<file path="src/rtl/ipsl_hmic_h_ddrphy_rst_req_ctrl_v1_1.sv">
// ipsl_hmic_h_ddrphy_rst_req_ctrl_v1_1: DQS-reset request initiator with ack wait, low gap, timeout retry and sticky error
module ipsl_hmic_h_ddrphy_rst_req_ctrl_v1_1 #(
  parameter int TIMEOUT_CLK = 64,
  parameter int MIN_LOW_CLK = 4,
  parameter int MAX_RETRY   = 2
) (
  input  logic       clk,
  input  logic       rstn,
  input  logic       ddrphy_in_rst,
  input  logic       dqs_rst_trig,
  input  logic       err_clr,
  input  logic       ddrphy_rst_ack,
  output logic       ddrphy_rst_req,
  output logic       rst_busy,
  output logic       rst_done,
  output logic       rst_err,
  output logic [1:0] retry_cnt
);
  typedef enum logic [1:0] {IDLE, REQ, GAP, ERR} state_t;
  // The IDLE cycle that relaunches a pending request is itself one low cycle,
  // so GAP only needs to cover the remaining MIN_LOW_CLK-1 cycles.
  localparam logic [7:0] TMO_LAST = 8'(TIMEOUT_CLK - 1);
  localparam logic [7:0] GAP_LAST = 8'(MIN_LOW_CLK - 2);
  localparam logic [1:0] RETRY_MAX = 2'(MAX_RETRY);
  state_t     state_q, state_d;
  logic       pending_q, pending_d;
  logic       cont_q, cont_d;
  logic       req_q, req_d;
  logic       done_q, done_d;
  logic       err_q, err_d;
  logic [1:0] retry_q, retry_d;
  logic [7:0] tmo_q, tmo_d;
  logic [7:0] gap_q, gap_d;
  // Next state: cont marks a re-attempt (timeout retry or abort) that must keep retry_cnt.
  always_comb begin
    state_d   = state_q;
    pending_d = pending_q | (dqs_rst_trig & (state_q != ERR));
    cont_d    = cont_q;
    done_d    = 1'b0;
    err_d     = err_q;
    retry_d   = retry_q;
    tmo_d     = tmo_q;
    gap_d     = gap_q;
    case (state_q)
      IDLE: if ((dqs_rst_trig | pending_q) && !ddrphy_in_rst) begin
        state_d = REQ;
        tmo_d   = 8'd0;
        retry_d = cont_q ? retry_q : 2'd0;
      end
      REQ: begin
        gap_d = 8'd0;
        if (ddrphy_in_rst) begin
          state_d   = GAP;
          pending_d = 1'b1;
          cont_d    = 1'b1;
        end else if (ddrphy_rst_ack) begin
          state_d = GAP;
          done_d  = 1'b1;
        end else if (tmo_q == TMO_LAST) begin
          if (retry_q < RETRY_MAX) begin
            state_d   = GAP;
            retry_d   = retry_q + 2'd1;
            pending_d = 1'b1;
            cont_d    = 1'b1;
          end else begin
            state_d = ERR;
            err_d   = 1'b1;
          end
        end else tmo_d = tmo_q + 8'd1;
      end
      GAP: if (gap_q == GAP_LAST) state_d = IDLE; else gap_d = gap_q + 8'd1;
      default: if (err_clr) begin
        state_d   = IDLE;
        err_d     = 1'b0;
        retry_d   = 2'd0;
        pending_d = 1'b0;
        cont_d    = 1'b0;
      end
    endcase
    if (state_d == REQ && state_q != REQ) begin
      pending_d = 1'b0;
      cont_d    = 1'b0;
    end
    req_d = (state_d == REQ);
  end
  // State and registered outputs; reset drops the request immediately.
  always_ff @(posedge clk or negedge rstn) begin
    if (!rstn) begin
      state_q   <= IDLE;
      pending_q <= 1'b0;
      cont_q    <= 1'b0;
      req_q     <= 1'b0;
      done_q    <= 1'b0;
      err_q     <= 1'b0;
      retry_q   <= 2'd0;
      tmo_q     <= 8'd0;
      gap_q     <= 8'd0;
    end else begin
      state_q   <= state_d;
      pending_q <= pending_d;
      cont_q    <= cont_d;
      req_q     <= req_d;
      done_q    <= done_d;
      err_q     <= err_d;
      retry_q   <= retry_d;
      tmo_q     <= tmo_d;
      gap_q     <= gap_d;
    end
  end
  assign ddrphy_rst_req = req_q;
  assign rst_busy       = (state_q == REQ) || (state_q == GAP);
  assign rst_done       = done_q;
  assign rst_err        = err_q;
  assign retry_cnt      = retry_q;
endmodule

</file>
<file path="config.mk">
export PLATFORM = sky130hd
export DESIGN_NAME = ipsl_hmic_h_ddrphy_rst_req_ctrl_v1_1
export DESIGN_NICKNAME = d
export VERILOG_FILES = /design/src/rtl/ipsl_hmic_h_ddrphy_rst_req_ctrl_v1_1.sv
export SDC_FILE = /design/constraint.sdc
export NUM_CORES = 1
export LEC_CHECK = 0
export CELL_PAD_IN_SITES_DETAIL_PLACEMENT = 0
export CELL_PAD_IN_SITES_GLOBAL_PLACEMENT = 1
export CORE_MARGIN = 2
export CORE_UTILIZATION = 47
export DETAILED_ROUTE_END_ITERATION = 8
export PLACE_DENSITY = 0.81
export SLEW_MARGIN = 25
export SYNTH_ARGS = -nofsm -noshare
export SYNTH_HDL_FRONTEND = slang
export SYNTH_SLANG_ARGS = --single-unit
export TNS_END_PERCENT = 30
</file>
<file path="constraint.sdc">
create_clock -name clk -period 4.55 [get_ports clk]
set_input_delay 0.6825 -clock clk [delete_from_list [all_inputs] [get_ports clk]]
set_output_delay 0.6825 -clock clk [all_outputs]
set_load 0.005 [all_outputs]
</file>
==> results.md <==
* Outcome: complete, no violations
* Yosys warns at 0
* Area Overhead vs Synth at 11.2%
* Core Rows at 20
* Final worst slack at 1.94 ns
* Fin util at 0.546
* DRC at 0
* Setup Fix Bufs, Post-CTS at 0
* Placed insts at 211
* Max Cap Viol at 0
* VDD IR max at 0.000222 V
* Die ar. at 3660 um^2
* Port Buffers at 11
* Data arrival time of the worst path at 2.86 ns
* Antenna violations before repair at 0
* Clock sink count at 25
* EDFF count, synth at 0
* Top-count cell post-synth: dfrtp_1
* Syn nets at 174
* Fraction of registers with async set/reset at 1.00
* Design area at 1670 um^2
* Dpl ws at 1.75 ns
* Share of layout cells above drive strength 1 at 0.0819
* Setup crit start kind: register
* Die Width at 60.5 um
* Clock-pin slew on the worst setup and hold paths at 0.14 ns
* Area contributors post-synth: dfrtp_1 (42%), ha_1 (5.8%), nand2_1 (4.5%)
* Iteration-0 DRC Markers at 76
* Final TNS setup at 0 ns
* Synth Flop Type: dfrtp_1
* Post-cts hold buffer count at 0
* Hold WS at 0.330 ns
* FF+latch count, synth at 25
* Clk_lat worst skew at 0.31 ns
* Routed WL at 3.05 mm
* CTS root buf: clkbuf_4
* Fin. max-slew vios at 0
* Post-synth cell types at 44
* Mapped cell area at 1500 um^2
* Register area share after synthesis at 0.417
* CP Class: reg -> reg
* Setup violators final at 0
* Initial Util at 0.491
* CTS tree: built
* Longest Clk Path Bufs at 2
* Final antenna-violating net count at 0
* Pwr/cell area at 486 nW/um^2
* Dpl cell area at 1640 um^2
* Core region area at 3050 um^2
* Worst Tran Pin Value at 0.552 ns
* Tcrit/Tclk final at 0.573
* Post-Synthesis Cells at 161
* Yosys top cell by area: dfrtp_1
* Max-slew headroom at 0.632
* DR WL/cell at 14.2 um
* Vias at 1214
* Total power at 0.809 mW
* First-pass GRT wire length at 5.24 mm
* Post-layout nets at 185
* Synth top area share at 0.417
* Critical Path RT at 4.81 ns
* Layout Skew at 0.00519 ns
* DP Wirelength at 2.32 mm
* Mean Syn Cell Area at 9.31 um^2
* Die Ht at 60.5 um
* RR Startpoint: state_q[1]
* GRT Total Usage at 0.191
* Crit. Startpoint: state_q[1]
* GP Congestion at 0.875
* Vias in the first global route at 1174
* Htree depth at 1
* Leak at 0.711 nW
* Ant. Diodes at 0
* Critical Path Fanout Max at 15
* Grt total ovfl at 0
* Vias/cell at 5.65
* Critical Path End Type: register
* CTS Buf Count at 3
* Unrepaired setup endpoints after global routing: false
* Worst r2r path cells at 7
* Fmax achieved at 383 MHz
* Count of non-filler cells in the finished layout at 215
* Largest net degree at the start of global routing at 26
* Final hold violation count at 0
* Post-synth top cells: dfrtp_1 (25), nand2_1 (18), nor2_1 (16)
* IO Count at 12
* Fin crit period at 2.61 ns
* DR pass1 iterations at 4
* Worst Hold Class: in -> async
* Post-CTS sizing at 0
-- per-layer routing --
layer / up-vias / track usage / part of all wire
met4: 0 / 0.0559 / 0.0079
met1: 580 / 0.269 / 0.50
met3: 4 / 0.0256 / 0.024
li1: 613 / - / -
met2: 17 / 0.311 / 0.47
met5: - / 0 / 0
-- critical path: stages (launching register included) --
cell      delay (ns)
dfrtp_1         0.45
inv_1           0.09
ha_1            0.47
nor3b_1         0.42
a21boi_2        0.40
o21ai_1         0.16
or4_1           0.42
a21oi_1         0.14
-- logic make-up after synthesis --
logic type                 after synthesis  share of synthesized area
AOI/OAI and AO/OA                       49                      0.246
xor gates and xnor gates                 6                     0.0351
adders and majority gates                7                     0.0584
buffers and inverters                   13                     0.0325
DFF                                     25                      0.417
muxes                                    3                     0.0217
and+or+nand+nor                         58                      0.189
-- layout make-up --
class	count	area, um^2
fillers	308	1390
multi-input cells	123	825
flip-flops and latches	25	626
repair buffers	11	105
well taps	44	55.1
inverters	8	30.0
clock buffers	4	26.3
-- state kept, by name, summed over array words and instances, names as in the netlist --
signal and flops:
pending_q 1, retry_cnt 2, rst_done 1, gap_q 8, rst_err 1, ddrphy_rst_req 1
tmo_q 8, state_q 2, cont_q 1
-- worst paths after layout --
path	endpoint	slack (ns)
worst max-delay path	tmo_q[6]	1.94
worst min-delay path	gap_q[4]	0.33
worst max register to register	tmo_q[6]	1.94
worst min register to register	gap_q[7]	0.51
max in group asynchronous	rst_err	3.85
min in group clk	gap_q[7]	0.51
-- power by group --
part	internal [mW]	switching, mW	total, mW	leakage [nW]
sequential	0.266	0.0492	0.316	0.339
combinational	0.166	0.228	0.394	0.356
clock	0.0343	0.0654	0.0997	0.0150
-- cell usage in the layout (no fill, tap or decap), types with 3 or more instances in the layout --
cell,count
dfrtp_1,25
nand2_1,18
nor2_1,16
o21ai_1,10
clkdlybuf4s50_1,10
nand3_1,7
ha_1,7
inv_1,6
xor2_1,6
a21oi_1,5
o21a_1,4
and3_1,4
a31oi_1,4
o21ai_0,4
nand4_1,3
o211ai_1,3
clkbuf_4,3
Power figures use the tool's default switching activity.
